File: src/rtl/exotiny_pkg.sv
// Shared types and constants for the exotiny memory-port arbiter.
package exotiny_pkg;

  typedef enum logic [1:0] {
    ARB_IDLE  = 2'd0,
    ARB_GNT_I = 2'd1,
    ARB_GNT_D = 2'd2
  } arb_state_e;

  // The instruction bus only ever reads whole words.
  localparam logic [3:0] IMEM_BE = 4'hF;

  // Encoding of the most recently granted master, used for round-robin.
  localparam logic RR_IMEM = 1'b0;
  localparam logic RR_DMEM = 1'b1;

endpackage

File: src/rtl/wb_mem_arb_wdog.sv
// Grant watchdog: counts cycles spent in a grant and flags the last allowed one.
// The counter is zeroed on every new grant. It then counts up once per cycle
// while a grant is held. It expires on the cycle whose count equals TOCYC-1,
// which is the TOCYC-th cycle of the grant.
module wb_arb_wdog #(
  parameter int unsigned TOCYC = 1023
) (
  input  logic clk_i,
  input  logic rst_in,
  input  logic clr_i,
  input  logic run_i,
  output logic expired_o
);

  localparam int unsigned   CW   = $clog2(TOCYC);
  localparam logic [CW-1:0] LAST = CW'(TOCYC - 1);

  logic [CW-1:0] cnt_q, cnt_d;

  // Next count: clear on a new grant, advance while the grant is held.
  always_comb begin
    cnt_d = cnt_q;
    if (clr_i) begin
      cnt_d = '0;
    end else if (run_i) begin
      cnt_d = cnt_q + 1'b1;
    end
  end

  // Count register with synchronous reset.
  always_ff @(posedge clk_i) begin
    if (!rst_in) begin
      cnt_q <= '0;
    end else begin
      cnt_q <= cnt_d;
    end
  end

  assign expired_o = run_i & (cnt_q == LAST);

endmodule

File: src/rtl/wb_mem_arb.sv
// Two-master Wishbone arbiter for the shared QSPI memory port (imem + dmem).
// A grant is registered and held until the slave acks or the master abandons.
// This keeps the address and data stable for a whole QSPI transaction.
// Optional build macro WB_ARB_TIMEOUT_EN adds a grant watchdog. When the
// watchdog expires, it aborts the transfer with an ack carrying zero data and
// raises a one-cycle err_o pulse.
//
// state     | meaning
// ----------+-----------------------------------------------
// ARB_IDLE  | no grant, slave port quiet, arbitration point
// ARB_GNT_I | instruction bus owns the slave port
// ARB_GNT_D | data bus owns the slave port
import exotiny_pkg::*;

module wb_mem_arb #(
  parameter string       PRIO  = "RR",
  parameter int unsigned TOCYC = 1023
) (
  input  logic        clk_i,
  input  logic        rst_in,
  input  logic        i_stb_i,
  input  logic [31:0] i_adr_i,
  output logic        i_ack_o,
  output logic [31:0] i_dat_o,
  input  logic        d_stb_i,
  input  logic        d_we_i,
  input  logic [3:0]  d_be_i,
  input  logic [31:0] d_adr_i,
  input  logic [31:0] d_dat_i,
  output logic        d_ack_o,
  output logic [31:0] d_dat_o,
  output logic        m_stb_o,
  output logic        m_we_o,
  output logic [3:0]  m_be_o,
  output logic [31:0] m_adr_o,
  output logic [31:0] m_dat_o,
  input  logic        m_ack_i,
  input  logic [31:0] m_dat_i,
  output logic        err_o
);

  localparam logic PRIO_IMEM = (PRIO == "IMEM");

  if (TOCYC < 2) begin : g_tocyc_chk
    $error("wb_mem_arb: TOCYC must be at least 2");
  end

  arb_state_e state_q, state_d;
  logic       rr_last_q, rr_last_d;
  logic       gnt_i, gnt_d, stb_g, wd_hit, to_abort, new_gnt;

  assign gnt_i = (state_q == ARB_GNT_I);
  assign gnt_d = (state_q == ARB_GNT_D);
  assign stb_g = (gnt_i & i_stb_i) | (gnt_d & d_stb_i);

  // A real ack in the expiry cycle wins over the watchdog abort.
  assign to_abort = wd_hit & stb_g & ~m_ack_i;
  assign new_gnt  = (state_q == ARB_IDLE) & (state_d != ARB_IDLE);

`ifdef WB_ARB_TIMEOUT_EN
  wb_arb_wdog #(.TOCYC(TOCYC)) u_wdog (
    .clk_i     (clk_i),
    .rst_in    (rst_in),
    .clr_i     (new_gnt),
    .run_i     (gnt_i | gnt_d),
    .expired_o (wd_hit)
  );
`else
  assign wd_hit = 1'b0;
`endif

  // Arbitration and release: pick a master in IDLE, drop back on ack/abandon/abort.
  always_comb begin
    state_d   = state_q;
    rr_last_d = rr_last_q;
    case (state_q)
      ARB_IDLE: begin
        if (i_stb_i && (!d_stb_i || PRIO_IMEM || rr_last_q == RR_DMEM)) begin
          state_d   = ARB_GNT_I;
          rr_last_d = RR_IMEM;
        end else if (d_stb_i) begin
          state_d   = ARB_GNT_D;
          rr_last_d = RR_DMEM;
        end
      end
      ARB_GNT_I, ARB_GNT_D: begin
        if (m_ack_i || !stb_g || to_abort) begin
          state_d = ARB_IDLE;
        end
      end
      default: state_d = ARB_IDLE;
    endcase
  end

  // State and round-robin history registers with synchronous reset.
  always_ff @(posedge clk_i) begin
    if (!rst_in) begin
      state_q   <= ARB_IDLE;
      rr_last_q <= RR_DMEM;
    end else begin
      state_q   <= state_d;
      rr_last_q <= rr_last_d;
    end
  end

  // Slave-side mux: the granted master drives the port, IDLE drives zeros.
  always_comb begin
    m_stb_o = stb_g & ~to_abort;
    m_we_o  = gnt_d & d_we_i;
    m_be_o  = '0;
    m_adr_o = '0;
    m_dat_o = '0;
    if (gnt_i) begin
      m_be_o  = IMEM_BE;
      m_adr_o = i_adr_i;
    end else if (gnt_d) begin
      m_be_o  = d_be_i;
      m_adr_o = d_adr_i;
      m_dat_o = d_dat_i;
    end
  end

  assign i_ack_o = gnt_i & (m_ack_i | to_abort);
  assign d_ack_o = gnt_d & (m_ack_i | to_abort);
  assign i_dat_o = (gnt_i & ~to_abort) ? m_dat_i : 32'h0;
  assign d_dat_o = (gnt_d & ~to_abort) ? m_dat_i : 32'h0;
  assign err_o   = to_abort;

endmodule

File: config.mk
export PLATFORM = sky130hd
export DESIGN_NAME = wb_mem_arb
export DESIGN_NICKNAME = d
export VERILOG_FILES = /design/src/rtl/exotiny_pkg.sv /design/src/rtl/wb_mem_arb_wdog.sv /design/src/rtl/wb_mem_arb.sv
export SDC_FILE = /design/constraint.sdc
export NUM_CORES = 1
export LEC_CHECK = 0
export CELL_PAD_IN_SITES_DETAIL_PLACEMENT = 1
export CELL_PAD_IN_SITES_GLOBAL_PLACEMENT = 1
export CORE_MARGIN = 3
export CORE_UTILIZATION = 10
export CTS_CLUSTER_SIZE = 20
export DETAILED_ROUTE_END_ITERATION = 8
export MAX_ROUTING_LAYER = met4
export PLACE_DENSITY_LB_ADDON = 0.1
export SLEW_MARGIN = 20
export SYNTH_ARGS = -nofsm -noshare
export SYNTH_HDL_FRONTEND = slang
export SYNTH_SLANG_ARGS = --single-unit
File: constraint.sdc
create_clock -name clk_i -period 3 [get_ports clk_i]
set_input_delay 0.6 -clock clk_i [delete_from_list [all_inputs] [get_ports clk_i]]
set_output_delay 0.6 -clock clk_i [all_outputs]
set_load 0.02 [all_outputs]
==> impl_metrics.tcl, run 1 <==
set metrics [dict create \
    status "finished, final reports clean" \
    ir_drop_mv 0.117 \
    die_h_um 123 \
    clkSinkCount 3 \
    post-place-ws_ns 0.418 \
    rows 42 \
    hpwl_mm 8.55 \
    synthXorXnorAreaFrac_pct 0 \
    p_clk_share_pct 21.2 \
    drive_above_1_share_pct 2.57 \
    cts_setup_buffers 0 \
    crit_path_start_kind "flip-flop" \
    synthesis.area_um2 1360 \
    crit_end "m_adr_o[14]" \
    post_synth_most_frequent_cells "and2_1, nand2_1, o21ai_0, clkbuf_1" \
    synthCells 246 \
    dieArea_um2 15100 \
    power.total_w 0.000984 \
    period_minus_slack_ns 2.78 \
    final_nets 648 \
    clockBufferDepth 2 \
    r2r_setup_slack_ns 1.37 \
    antenna_found_initial 0 \
    grt_first_pass_wirelength_mm 14.0 \
    start_util_pct 10.3 \
    synth_mux_area_share_pct 0 \
    p_int_w 0.000621 \
    grt_max_degree 69 \
    crit_chain "inv_1 > ha_2 > buf_4 > nand2_1 > o21ai_0 > clkdlybuf4s50_1" \
    cp_max_fo 20 \
    ff2ff_path_depth 6 \
    ios 275 \
    setup_slack_ns 0.219 \
    synth_enable_flop_cells 0 \
    core_area_um2 13300 \
    skew_ns 0.0000289 \
    cap_violations 0 \
    synth_top_cells_by_area "and2_1, nand2_1, o21ai_0" \
    path_class "reg -> out" \
    area_growth_pct 220 \
    wl_per_cell_um 14.8 \
    sequentialPowerShare_pct 4.8 \
    startpoint "state_q[1]" \
    syn_avg_cell_area_um2 5.54 \
    drt_iter0_markers 50 \
    cp-end-kind "output pin" \
    cp.depth 6 \
    worstPathArrival_ns 2.18 \
    worst_skew_pair.late_latency_ns 0.22 \
    overflow 0 \
    crit_required_ns 2.40 \
    post-synth-top-count-cell "and2_1" \
    timing.final.crit_share_pct 92.7 \
    cts-resized-gates 0 \
    ys_types 22 \
    critPathTopFamily "buffers and inverters" \
    hold_start "state_q[0]" \
    combinationalPowerShare_pct 73.9 \
    htreeDepth 1 \
    finalSetupTns_ns 0 \
    ys_seq_elements 3 \
    synth_top_family_by_area "simple AND/OR/NAND/NOR gates" \
    ys_warn_count 0 \
    cts_tree "yes" \
    ys_seq_area_share_pct 4.40 \
    routed_wl_mm 10.1 \
    ys_async_sr_fraction_pct 0 \
    syn-num-nets 387 \
    rsz0062_at_grt "false" \
    finalSetupViolCount 0 \
    dr.pass1.iters 4 \
    crit_buf_inv 3 \
    worst_path_max_delay_cell "clkdlybuf4s50_1" \
    vias_per_cell 3.74 \
    synth_simple_gate_area_share_pct 66.3 \
    p_sw_share_pct 36.9 \
    hp-class "reg -> reg" \
    power.density_nw_per_um2 226 \
    path_clk_slew_ns 0.03 \
    synth_top_cell_area_share_pct 45.4 \
    grt_pass1_vias 2522 \
    synth_fa_ha_area_share_pct 2.75 \
    grt_use_total_pct 12.2 \
    slowest_delay_ns 0.66 \
    ctsHoldBuffers 0 \
    synth_area_leader_cell "and2_1" \
    fmax_ghz 0.360 \
    root_buffer "clkbuf_16" \
    dr_total_vias 2549 \
    diodes 0 \
    slew_violations 0 \
    power.leakage_nw 1.61 \
    netSwitchingPower_w 0.000363 \
    synth_ff_type "dfxtp_1" \
    hold_viol 0 \
    routabilityCongestion 0.731 \
    r2r-start "state_q[0]" \
    r2r_end "state_q[1]" \
    io_buffers 273 \
    synth_compound_area_share_pct 17.8 \
    drc_errors 0 \
    fp.dieW_um 123 \
    ant_nets 0 \
    numCtsBuffers 3 \
]
worst min-delay path by stage:
stage                 end  cells past startpoint  slack (ns)
2_1_floorplan  state_q[1]                      2        0.46
3_3_place_gp   state_q[0]                      2        0.49
3_5_place_dp   state_q[0]                      2        0.51
4_1_cts        state_q[0]                      2        0.51
5_1_grt        state_q[0]                      2        0.55
6_report       state_q[0]                      2        0.50
cells in the final DEF, fill, tap and decap left out, drive strengths merged:
| cell type | Yosys | routed |
|---|---|---|
| a32oi | 1 | 1 |
| o22ai | 2 | 2 |
| o21ai | 32 | 32 |
| dfxtp | 3 | 3 |
| a21o | 4 | 4 |
| nor2 | 1 | 1 |
| a22o | 2 | 2 |
| a21oi | 1 | 1 |
| nand2 | 65 | 65 |
| nand4 | 1 | 1 |
| buf | 4 | 6 |
| o2111ai | 1 | 1 |
| nor2b | 1 | 1 |
| ha | 3 | 3 |
| clkdlybuf4s50 | 0 | 273 |
| clkbuf | 19 | 4 |
| and2 | 99 | 99 |
| inv | 4 | 4 |
| and3 | 2 | 2 |
| conb | 1 | 1 |
power groups by stage:
| stage | registers (W) | logic, W | clock network (W) |
|---|---|---|---|
| floorplan | 0.0000470 | 0.000293 | 0 |
| global placement | 0.0000475 | 0.000734 | 0 |
| detailed placement | 0.0000478 | 0.000736 | 0 |
| CTS | 0.0000474 | 0.000740 | 0.000214 |
| global route | 0.0000480 | 0.000782 | 0.000218 |
| finish | 0.0000472 | 0.000727 | 0.000209 |
cell type report:
cell class | count | area (um^2)
clock buffer | 4 | 78.8
fill | 1623 | 8940
tap | 176 | 220
multi-input combinational | 216 | 1190
sequential | 3 | 60.1
timing repair buffer | 279 | 2790
inverter | 4 | 15.0
metrics by stage:
stage | instance area [um^2] | utilization, % | hold WS [ns] | std cells
after floorplan | 1360 | - | 0.463 | 246
after global placement | 4280 | 32.2 | 0.494 | 678
after detailed placement | 4280 | 32.2 | 0.505 | 678
after CTS | 4360 | 32.8 | 0.509 | 682
after global routing | 4360 | 32.8 | 0.546 | 682
final | 4360 | 32.8 | 0.505 | 682
registers in the layout, summed over array words and instances, names as in the netlist:
name / flops
state_q: 2
rr_last_q: 1
logic make-up (layout without fill, tap and decap cells):
| logic type | after synthesis | in the layout |
|---|---|---|
| other | 1 | 1 |
| AO/OA/AOI/OAI | 43 | 43 |
| AND/OR/NAND/NOR | 169 | 169 |
| flip-flops | 3 | 3 |
| adder cells (fa/ha/maj) | 3 | 3 |
| buffers and inverters | 27 | 287 |
metal layers:
layer | part of all wire [%] | track usage, % | vias up | wire length, um
met1 | 36 | 13.1 | 1130 | 3640
met4 | 0 | 1.68 | 0 | 0
met2 | 54 | 22.6 | 134 | 5460
met3 | 10 | 3.41 | 0 | 1010
li1 | - | - | 1285 | -
met5 | 0 | - | - | 0
worst min-delay path, delay by kind of cell (launching register included):
kind            cells  cell delay, ns
flops               1            0.31
compound gates      1            0.07
simple gates        1            0.06
No activity file was read; power rests on OpenSTA's default activity.
==> run 2, diff against run 1 <==
GPL_TIMING_DRIVEN = 0   (was not set)
==> impl_metrics.tcl, run 2 (same netlist as run 1, synthesis figures left out) <==
set metrics [dict create \
    layout_common_cells "clkdlybuf4s50_1, and2_1, nand2_1, o21ai_0, clkbuf_1" \
    cap_violations 0 \
    ctsHoldBuffers 0 \
    timing.final.crit_share_pct 93.6 \
    grt_first_pass_wirelength_mm 14.7 \
    routabilityCongestion 0.709 \
    hpwl_mm 9.27 \
    ir_drop_mv 0.172 \
    fmax_ghz 0.356 \
    die_h_um 123 \
    htreeDepth 1 \
    numCtsBuffers 3 \
    vias_per_cell 3.78 \
    place_area_um2 4320 \
    ff2ff_path_depth 6 \
    antenna_found_initial 0 \
    crit_end "m_dat_o[11]" \
    power.density_nw_per_um2 225 \
    multi_input_area_um2 1190 \
    skew_ns 0.00231 \
    routed_wl_mm 10.5 \
    core_area_um2 13300 \
    ant_nets 0 \
    grt_use_total_pct 12.7 \
    grt_max_degree 20 \
    clockBufferDepth 2 \
    period_minus_slack_ns 2.81 \
    area_growth_pct 223 \
    cp-end-kind "output pin" \
    finalSetupTns_ns 0 \
    dr.pass1.iters 4 \
    cp_max_fo 10 \
    overflow 0 \
    status "finished, final reports clean" \
    diodes 0 \
    rows 42 \
    fillers 1659 \
    r2r_setup_slack_ns 1.50 \
    finalSetupViolCount 0 \
    r2r-start "state_q[0]" \
    start_util_pct 10.3 \
    startpoint "state_q[0]" \
    hold_viol 0 \
    path_class "reg -> out" \
    worstPathArrival_ns 2.21 \
    cts_setup_buffers 0 \
    power.leakage_nw 1.68 \
    top_regs "state_q: 2 flops, rr_last_q: 1 flops" \
    cts_tree "yes" \
    fp.dieW_um 123 \
    clkSinkCount 3 \
    r2r_end "state_q[1]" \
    path_clk_slew_ns 0.03 \
    crit_required_ns 2.40 \
    dr_total_vias 2635 \
    layout_commonest_cell "clkdlybuf4s50_1" \
    root_buffer "clkbuf_16" \
    regMostFlops "state_q" \
    io_buffers 273 \
    dieArea_um2 15100 \
    slew_violations 0 \
    largest_reg_flops 2 \
    rsz0062_at_grt "false" \
    drive_above_1_share_pct 3.45 \
    grt_pass1_vias 2666 \
    postLayoutCellArea_um2 4410 \
    ff_latch_area_um2 60.1 \
    hp-class "reg -> reg" \
    ios 275 \
    crit_path_start_kind "flip-flop" \
    drt_iter0_markers 29 \
    final_nets 664 \
    worst_skew_pair.late_latency_ns 0.22 \
    wl_per_cell_um 15.0 \
    drc_errors 0 \
]
==> run 2: worst min-delay path by stage <==
| stage | start | slack, ns | cells after the start | endpoint |
|---|---|---|---|---|
| finish | state_q[1] | 0.50 | 2 | state_q[1] |
| floorplan | state_q[1] | 0.46 | 2 | state_q[1] |
| CTS | state_q[1] | 0.50 | 2 | state_q[1] |
| global placement | state_q[1] | 0.48 | 2 | state_q[1] |
| global route | state_q[1] | 0.53 | 2 | state_q[1] |
| detailed placement | state_q[1] | 0.50 | 2 | state_q[1] |
==> run 2: critical path, cell delays in order, from the launching register on <==
cell	delay, ns
dfxtp_1	0.32
inv_1	0.08
ha_1	0.14
buf_2	0.21
nor2b_4	0.24
clkbuf_2	0.22
and2_1	0.17
clkdlybuf4s50_1	0.61
==> run 2: power by group <==
part | internal, W | switching [W] | leakage, nW
Sequential | 0.0000441 | 0.00000315 | 0.0248
Clock | 0.000175 | 0.0000343 | 0.0382
Combinational | 0.000403 | 0.000333 | 1.62
==> run 2: timing repair <==
action / 4_1_cts / 5_1_grt
gates resized for setup: 0 / 21
setup endpoints to repair: 10 / 65
pin swaps: 0 / 0
==> run 2: per-layer routing <==
metal,share of wire [%],vias to the layer above,GRT usage [%]
met2,52,138,23.1
met1,39,1176,15.0
met4,0.26,0,1.26
met3,9.2,2,2.72
li1,-,1319,-
met5,0,-,-
==> run 2: final cells by class <==
cell class              count  share of cell area (%)
repair buffers            273                    62.1
multi-input cells         216                    27.0
clock buffers               4                    1.79
well taps                 176                    4.99
plain buffers              22                    2.50
inverters                   4                   0.340
flip-flops and latches      3                    1.36
==> run 2: stage by stage <==
| stage | cells | hold WS (ns) | util, % | setup slack, ns | total power [W] |
|---|---|---|---|---|---|
| 2_1_floorplan | 246 | 0.463 | - | 0.927 | 0.000340 |
| 3_3_place_gp | 695 | 0.483 | 32.5 | 0.163 | 0.000789 |
| 3_5_place_dp | 695 | 0.498 | 32.5 | 0.178 | 0.000795 |
| 4_1_cts | 698 | 0.502 | 33.0 | 0.0104 | 0.00101 |
| 5_1_grt | 698 | 0.527 | 33.2 | 0.00955 | 0.00106 |
| 6_report | 698 | 0.498 | 33.2 | 0.193 | 0.000993 |
